### src/rtl/hazard_scoreboard_unit_pkg.sv
// Shared types and constants for the hazard/forwarding scoreboard.
// Forward-select encodings match the E-stage operand mux.
package hazard_pkg;

  typedef enum logic [1:0] {
    FWD_RF  = 2'b00,
    FWD_WB  = 2'b01,
    FWD_MEM = 2'b10
  } fwd_sel_e;

  localparam int MULDIV_CNT_W = 8;

endpackage

### src/rtl/hazard_scoreboard_unit_if.sv
// Pipeline-side bundle for the hazard scoreboard: register ids and control
// from D/E/M/W in, forward selects and stall/flush controls out.
interface hazard_scoreboard_unit_if #(
  parameter int REG_AW = 5
);

  logic [REG_AW-1:0] rsD, rtD, rsE, rtE, WriteRegM, WriteRegW;
  logic              UsesRsD, UsesRtD, MemToRegE;
  logic              RegWriteM, RegWriteW;
  logic              Jump, PCSrc;
  logic              MulDivStartD, HiLoReadD, MulDivStartE;
  logic [1:0]        ForwardAE, ForwardBE;
  logic              StallF, StallD, FlushD, FlushE, FlushM;
  logic              MulDivBusy, MulDivDone;

  modport master (
    output rsD, rtD, UsesRsD, UsesRtD, rsE, rtE, MemToRegE,
           RegWriteM, WriteRegM, RegWriteW, WriteRegW,
           Jump, PCSrc, MulDivStartD, HiLoReadD, MulDivStartE,
    input  ForwardAE, ForwardBE, StallF, StallD, FlushD, FlushE, FlushM,
           MulDivBusy, MulDivDone
  );

  modport slave (
    input  rsD, rtD, UsesRsD, UsesRtD, rsE, rtE, MemToRegE,
           RegWriteM, WriteRegM, RegWriteW, WriteRegW,
           Jump, PCSrc, MulDivStartD, HiLoReadD, MulDivStartE,
    output ForwardAE, ForwardBE, StallF, StallD, FlushD, FlushE, FlushM,
           MulDivBusy, MulDivDone
  );

endinterface

### src/rtl/hazard_scoreboard_unit_tracker.sv
// Occupancy counter for the multi-cycle MUL/DIV unit; the only state in the
// hazard scoreboard.
module muldiv_busy_tracker
  import hazard_pkg::*;
#(
  parameter int MULDIV_CYCLES = 32
) (
  input  logic                    clk,
  input  logic                    reset,
  input  logic                    accE,
  output logic [MULDIV_CNT_W-1:0] cnt,
  output logic                    busy,
  output logic                    done,
  output logic                    pending_gt1
);

  logic [MULDIV_CNT_W-1:0] cnt_r;

  // Load on accept (a stray accept mid-operation reloads), otherwise count down to idle.
  always_ff @(posedge clk) begin
    if (reset) begin
      cnt_r <= 8'd0;
    end else if (accE) begin
      cnt_r <= MULDIV_CNT_W'(MULDIV_CYCLES);
    end else if (cnt_r != 8'd0) begin
      cnt_r <= cnt_r - 8'd1;
    end else begin
      cnt_r <= cnt_r;
    end
  end

  assign cnt         = cnt_r;
  assign busy        = (cnt_r != 8'd0);
  assign done        = (cnt_r == 8'd1);
  assign pending_gt1 = (cnt_r > 8'd1);

endmodule

### src/rtl/hazard_scoreboard_unit.sv
// Hazard/forwarding controller for the 5-stage MIPS pipeline: E-stage
// forwarding, load-use and MUL/DIV stalls, and redirect-over-stall flushes.
module hazard_scoreboard_unit
  import hazard_pkg::*;
#(
  parameter int REG_AW        = 5,
  parameter int MULDIV_CYCLES = 32,
  parameter int BRANCH_IN_M   = 1
) (
  input  logic                    clk,
  input  logic                    reset,
  hazard_scoreboard_unit_if.slave hz
);

  localparam logic BR_M = (BRANCH_IN_M != 0);

  logic [MULDIV_CNT_W-1:0] cnt_s;
  logic acc_e_s, busy_s, done_s, pending_gt1_s;
  logic lw_stall_s, md_stall_s, stall_s;
  logic unused_cnt_s;

  // M-stage result wins over W; register 0 is never forwarded.
  function automatic fwd_sel_e fwd_pick(
    input logic [REG_AW-1:0] src,
    input logic [REG_AW-1:0] wr_m,
    input logic              we_m,
    input logic [REG_AW-1:0] wr_w,
    input logic              we_w
  );
    if ((src != {REG_AW{1'b0}}) && (src == wr_m) && we_m) begin
      return FWD_MEM;
    end else if ((src != {REG_AW{1'b0}}) && (src == wr_w) && we_w) begin
      return FWD_WB;
    end else begin
      return FWD_RF;
    end
  endfunction

  assign acc_e_s = hz.MulDivStartE && !(BR_M && hz.PCSrc);

  muldiv_busy_tracker #(
    .MULDIV_CYCLES(MULDIV_CYCLES)
  ) u_tracker (
    .clk        (clk),
    .reset      (reset),
    .accE       (acc_e_s),
    .cnt        (cnt_s),
    .busy       (busy_s),
    .done       (done_s),
    .pending_gt1(pending_gt1_s)
  );

  assign unused_cnt_s = ^cnt_s;

  assign hz.ForwardAE = fwd_pick(hz.rsE, hz.WriteRegM, hz.RegWriteM, hz.WriteRegW, hz.RegWriteW);
  assign hz.ForwardBE = fwd_pick(hz.rtE, hz.WriteRegM, hz.RegWriteM, hz.WriteRegW, hz.RegWriteW);

  // Only operands the D instruction really reads can cause a load-use stall.
  assign lw_stall_s = hz.MemToRegE && (hz.rtE != {REG_AW{1'b0}}) &&
                      ((hz.UsesRsD && (hz.rsD == hz.rtE)) ||
                       (hz.UsesRtD && (hz.rtD == hz.rtE)));

  // At cnt==1 the dependent op may advance: it reaches E as the unit goes idle.
  assign md_stall_s = (hz.HiLoReadD || hz.MulDivStartD) && (pending_gt1_s || acc_e_s);
  assign stall_s    = lw_stall_s || md_stall_s;

  // A taken redirect overrides any stall; a stalled jump is kept in D.
  assign hz.StallF     = stall_s && !hz.PCSrc;
  assign hz.StallD     = stall_s && !hz.PCSrc;
  assign hz.FlushD     = hz.PCSrc || (hz.Jump && !stall_s);
  assign hz.FlushE     = stall_s || hz.PCSrc;
  assign hz.FlushM     = BR_M && hz.PCSrc;
  assign hz.MulDivBusy = busy_s;
  assign hz.MulDivDone = done_s;

endmodule

### src/flat_wrapper.sv
// flat-port wrapper written by rule: the top's interface ports become plain ports
module hazard_scoreboard_unit_flat import hazard_pkg::*;
#(
  parameter int REG_AW        = 5,
  parameter int MULDIV_CYCLES = 32,
  parameter int BRANCH_IN_M   = 1
)
  (clk, reset, hz_rsD, hz_rtD, hz_UsesRsD, hz_UsesRtD, hz_rsE, hz_rtE, hz_MemToRegE, hz_RegWriteM, hz_WriteRegM, hz_RegWriteW, hz_WriteRegW, hz_Jump, hz_PCSrc, hz_MulDivStartD, hz_HiLoReadD, hz_MulDivStartE, hz_ForwardAE, hz_ForwardBE, hz_StallF, hz_StallD, hz_FlushD, hz_FlushE, hz_FlushM, hz_MulDivBusy, hz_MulDivDone);
  hazard_scoreboard_unit_if #(.REG_AW(REG_AW)) hz_i ();
  input  logic clk;
  input  logic reset;
  input wire logic [$bits(hz_i.rsD)-1:0] hz_rsD;
  input wire logic [$bits(hz_i.rtD)-1:0] hz_rtD;
  input wire logic [$bits(hz_i.UsesRsD)-1:0] hz_UsesRsD;
  input wire logic [$bits(hz_i.UsesRtD)-1:0] hz_UsesRtD;
  input wire logic [$bits(hz_i.rsE)-1:0] hz_rsE;
  input wire logic [$bits(hz_i.rtE)-1:0] hz_rtE;
  input wire logic [$bits(hz_i.MemToRegE)-1:0] hz_MemToRegE;
  input wire logic [$bits(hz_i.RegWriteM)-1:0] hz_RegWriteM;
  input wire logic [$bits(hz_i.WriteRegM)-1:0] hz_WriteRegM;
  input wire logic [$bits(hz_i.RegWriteW)-1:0] hz_RegWriteW;
  input wire logic [$bits(hz_i.WriteRegW)-1:0] hz_WriteRegW;
  input wire logic [$bits(hz_i.Jump)-1:0] hz_Jump;
  input wire logic [$bits(hz_i.PCSrc)-1:0] hz_PCSrc;
  input wire logic [$bits(hz_i.MulDivStartD)-1:0] hz_MulDivStartD;
  input wire logic [$bits(hz_i.HiLoReadD)-1:0] hz_HiLoReadD;
  input wire logic [$bits(hz_i.MulDivStartE)-1:0] hz_MulDivStartE;
  output wire logic [$bits(hz_i.ForwardAE)-1:0] hz_ForwardAE;
  output wire logic [$bits(hz_i.ForwardBE)-1:0] hz_ForwardBE;
  output wire logic [$bits(hz_i.StallF)-1:0] hz_StallF;
  output wire logic [$bits(hz_i.StallD)-1:0] hz_StallD;
  output wire logic [$bits(hz_i.FlushD)-1:0] hz_FlushD;
  output wire logic [$bits(hz_i.FlushE)-1:0] hz_FlushE;
  output wire logic [$bits(hz_i.FlushM)-1:0] hz_FlushM;
  output wire logic [$bits(hz_i.MulDivBusy)-1:0] hz_MulDivBusy;
  output wire logic [$bits(hz_i.MulDivDone)-1:0] hz_MulDivDone;
  assign hz_i.rsD = hz_rsD;
  assign hz_i.rtD = hz_rtD;
  assign hz_i.UsesRsD = hz_UsesRsD;
  assign hz_i.UsesRtD = hz_UsesRtD;
  assign hz_i.rsE = hz_rsE;
  assign hz_i.rtE = hz_rtE;
  assign hz_i.MemToRegE = hz_MemToRegE;
  assign hz_i.RegWriteM = hz_RegWriteM;
  assign hz_i.WriteRegM = hz_WriteRegM;
  assign hz_i.RegWriteW = hz_RegWriteW;
  assign hz_i.WriteRegW = hz_WriteRegW;
  assign hz_i.Jump = hz_Jump;
  assign hz_i.PCSrc = hz_PCSrc;
  assign hz_i.MulDivStartD = hz_MulDivStartD;
  assign hz_i.HiLoReadD = hz_HiLoReadD;
  assign hz_i.MulDivStartE = hz_MulDivStartE;
  assign hz_ForwardAE = hz_i.ForwardAE;
  assign hz_ForwardBE = hz_i.ForwardBE;
  assign hz_StallF = hz_i.StallF;
  assign hz_StallD = hz_i.StallD;
  assign hz_FlushD = hz_i.FlushD;
  assign hz_FlushE = hz_i.FlushE;
  assign hz_FlushM = hz_i.FlushM;
  assign hz_MulDivBusy = hz_i.MulDivBusy;
  assign hz_MulDivDone = hz_i.MulDivDone;
  hazard_scoreboard_unit #(.REG_AW(REG_AW), .MULDIV_CYCLES(MULDIV_CYCLES), .BRANCH_IN_M(BRANCH_IN_M)) u_core (.clk(clk), .reset(reset), .hz(hz_i));
endmodule
### config.mk
export PLATFORM = sky130hd
export DESIGN_NAME = hazard_scoreboard_unit_flat
export DESIGN_NICKNAME = d
export VERILOG_FILES = /design/src/rtl/hazard_scoreboard_unit_pkg.sv /design/src/rtl/hazard_scoreboard_unit_if.sv /design/src/rtl/hazard_scoreboard_unit_tracker.sv /design/src/rtl/hazard_scoreboard_unit.sv /design/src/flat_wrapper.sv
export SDC_FILE = /design/constraint.sdc
export NUM_CORES = 1
export LEC_CHECK = 0
export CORE_AREA = 2 2 49 56
export CTS_CLUSTER_SIZE = 30
export DETAILED_ROUTE_END_ITERATION = 10
export DIE_AREA = 0 0 51 58
export GPL_TIMING_DRIVEN = 0
export PLACE_DENSITY = 0.84
export SLEW_MARGIN = 10
export SYNTH_ARGS = -nofsm -noshare
export SYNTH_HDL_FRONTEND = slang
export SYNTH_SLANG_ARGS = --single-unit
### constraint.sdc
create_clock -name clk -period 2.35 [get_ports clk]
set_input_delay 0.3525 -clock clk [delete_from_list [all_inputs] [get_ports clk]]
set_output_delay 0.3525 -clock clk [all_outputs]
set_load 0.03 [all_outputs]
==> flow_summary.ini <==
[status]
outcome = finished clean

[critical_path]
critPathKind = flop to primary output
end_kind = primary output
reg2reg_slack_ps = 770
worst_ep_arrival_time_ps = 1930
r2r_cells = 3
r2r_end = u_core.u_tracker.cnt[1]$_SDFFE_PP0P_
cp_max_fo = 6
r2r_start = u_core.u_tracker.cnt[5]$_SDFFE_PP0P_
required_ps = 2000
start_kind = flop

[yosys]
synth-seq-area-share_pct = 18.6
ys.flop_type = dfxtp_1
yosysMostFrequentCell = xnor2_1
synth_area_per_cell_um2 = 7.97
ys_top_cells_by_area = xnor2_1 20%, dfxtp_1 19%, xor2_1 16%
ys_ff_latch = 8
synth.largest_area_cell = xnor2_1
synthArstFlopShare_pct = 0
synth_top_cell_area_share_pct = 20.3
syn_nets = 152
syn_inst = 108
ys_warn_count = 0
synth_top_cells_by_count = 20 x xnor2_1, 16 x xor2_1, 12 x nor2_1, 8 x dfxtp_1, 6 x nor4_1
synth_area_um2 = 861
synth_edf_count = 0
ys_types = 32

[layout]
drive_above_1_share_pct = 17.0
fill_cells = 223
final_nets = 205
diodes = 0
syn_to_final_growth_pct = 65.3
layout.cells.non_filler = 190
utilization_pct = 59.2
largest_reg_flops = 8

[hold_path]
hold_start = u_core.u_tracker.cnt[3]$_SDFFE_PP0P_
holdPathEnd = u_core.u_tracker.cnt[3]$_SDFFE_PP0P_
hold_path_class = flop to flop
min_path_cells = 2

[sta]
max_clock_freq_ghz = 0.438
rsz0062_at_grt = false
layout_setup_ws_ps = 69.1
finalSetupViolCount = 0
relSlewSlack_pct = 70.3
tns_ps = 0
finalCritPeriodShare_pct = 97.1
hold_violations = 0
hold_ws_ps = 489
worst_pin_slew_ps = 444
finClkSkew_ps = 5.91
slew_violations = 0
fin_crit_ps = 2280

[floorplan]
die_w_um = 51
fp.coreArea_mm2 = 0.00240
die_y_um = 58
start_util_pct = 35.9
rows = 19
dieArea_mm2 = 0.00296
num_io_pins = 53

[clock_network]
clkTransAtPathRegs_ps = 50
numCtsBuffers = 3
clk_latency_ps = 260
cts-hold-fix-buffers = 0
cts-root-buf = clkbuf_4
clock_sinks = 8
clk_path_buf_depth = 2
cts_max_level = 1
cts_tree = done

[pwr]
powerDensity_mw_per_mm2 = 810
power.switching_mw = 0.524
ir_worst_vdd_v = 0.000493
p_leak_nw = 0.552
power_frac_comb_pct = 67.5
swShare_pct = 45.5
p_clk_share_pct = 9.2
cellInternalPower_mw = 0.628
p_seq_share_pct = 23.3

[global_routing]
grt_util_all_layers_pct = 19.1
grt_max_degree = 8
grt_pass1_wl_mm = 4.28
overflow = 0
grt_pass1_vias = 1071
antenna_found_initial = 0

[routing]
wl_mm = 2.62
dr.pass1.iters = 4
viasPerCell = 5.27
ant_nets = 0
drt_iter0_markers = 14
avgRoutedWirePerCell_um = 13.8
drc_errors = 0
vias = 1001

[place]
dp_cells = 186
place_ws_ps = -608
place_hpwl_mm = 2.16
gp_congestion = 0.764
port_buffers = 47

[flow_run]
max_cap_violations = 0
cells by family (layout without fill, tap and decap cells):
group                      count (synthesis)  count (layout)  synth area share (%)
AOI/OAI and AO/OA                         10              10                  9.45
xor gates and xnor gates                  36              36                  36.6
adders and majority gates                  2               2                  2.91
buffers and inverters                      9              60                  4.80
DFF                                        8               8                  18.6
and+or+nand+nor                           43              43                  27.6
repair_timing:
action / 4_1_cts / 5_1_grt
setup buffers: 1 / 0
resized for setup: 41 / 12
setup endpoints to repair: 8 / 8
pin swaps: 2 / 1
worst max-delay path, stage by stage, from the launching register on:
cell and delay, ps:
dfxtp_2 370, inv_1 90, ha_4 190, or2_2 300, a41oi_2 230, nand2b_1 130
o21ai_2 90, buf_4 130, buf_4 140
routing by layer:
metal  global-route usage (%)  routed length, um  vias up
met4                     10.8                 62        0
met5                        0                  0        -
met1                     16.5                888      458
met2                     38.8               1460       55
met3                     4.12                208        6
li1                         -                  -      482
power by group through the flow:
stage / clock, mW / combinational [mW] / sequential (mW)
final: 0.105 / 0.777 / 0.269
after global routing: 0.116 / 0.842 / 0.277
after CTS: 0.110 / 0.758 / 0.266
after detailed placement: 0 / 0.743 / 0.258
after global placement: 0 / 0.713 / 0.252
after floorplan: 0 / 0.513 / 0.245
cells in the final DEF, fill, tap and decap left out, drive strengths merged, types with 2 or more instances in the layout:
master,Yosys,final
clkdlybuf4s50,0,33
xnor2,20,20
xor2,16,16
nor2,12,12
clkbuf,5,10
dfxtp,8,8
buf,2,8
nor4,7,7
nand2,5,5
dlygate4sd2,0,4
nand3,3,3
nand4,3,3
nor3,3,3
dlymetal6s2s,0,3
inv,2,2
a21oi,2,2
or4,2,2
o21ai,2,2
ha,2,2
area by class of cell:
cell class	instances	area (um^2)	area share, %
Buffer	7	33.8	2.37
Clock buffer	3	22.5	1.58
Inverter	2	7.51	0.528
Multi-Input combinational cell	91	707	49.7
Sequential cell	8	163	11.4
Tap cell	31	38.8	2.73
Timing Repair Buffer	48	450	31.7
through the flow:
step,cell area (um^2),power [mW]
floorplan,867,0.758
global placement,1380,0.965
detailed placement,1380,1.00
CTS,1420,1.13
global route,1420,1.23
finish,1420,1.15
worst max path at each step:
stage	startpoint	end	slack [ps]	depth (start not counted)
3_3_place_gp	hz_rsE[0]	hz_ForwardAE[0]	-610	6
6_report	u_core.u_tracker.cnt[0]$_SDFFE_PP0P_	hz_StallF	70	8
5_1_grt	hz_WriteRegM[3]	hz_ForwardAE[1]	7	5
3_5_place_dp	hz_rsE[0]	hz_ForwardAE[0]	-610	6
2_1_floorplan	u_core.u_tracker.cnt[0]$_SDFFE_PP0P_	hz_StallF	70	7
4_1_cts	u_core.u_tracker.cnt[1]$_SDFFE_PP0P_	hz_StallF	-10	8
Note: power is estimated with default switching activity, not from simulation.
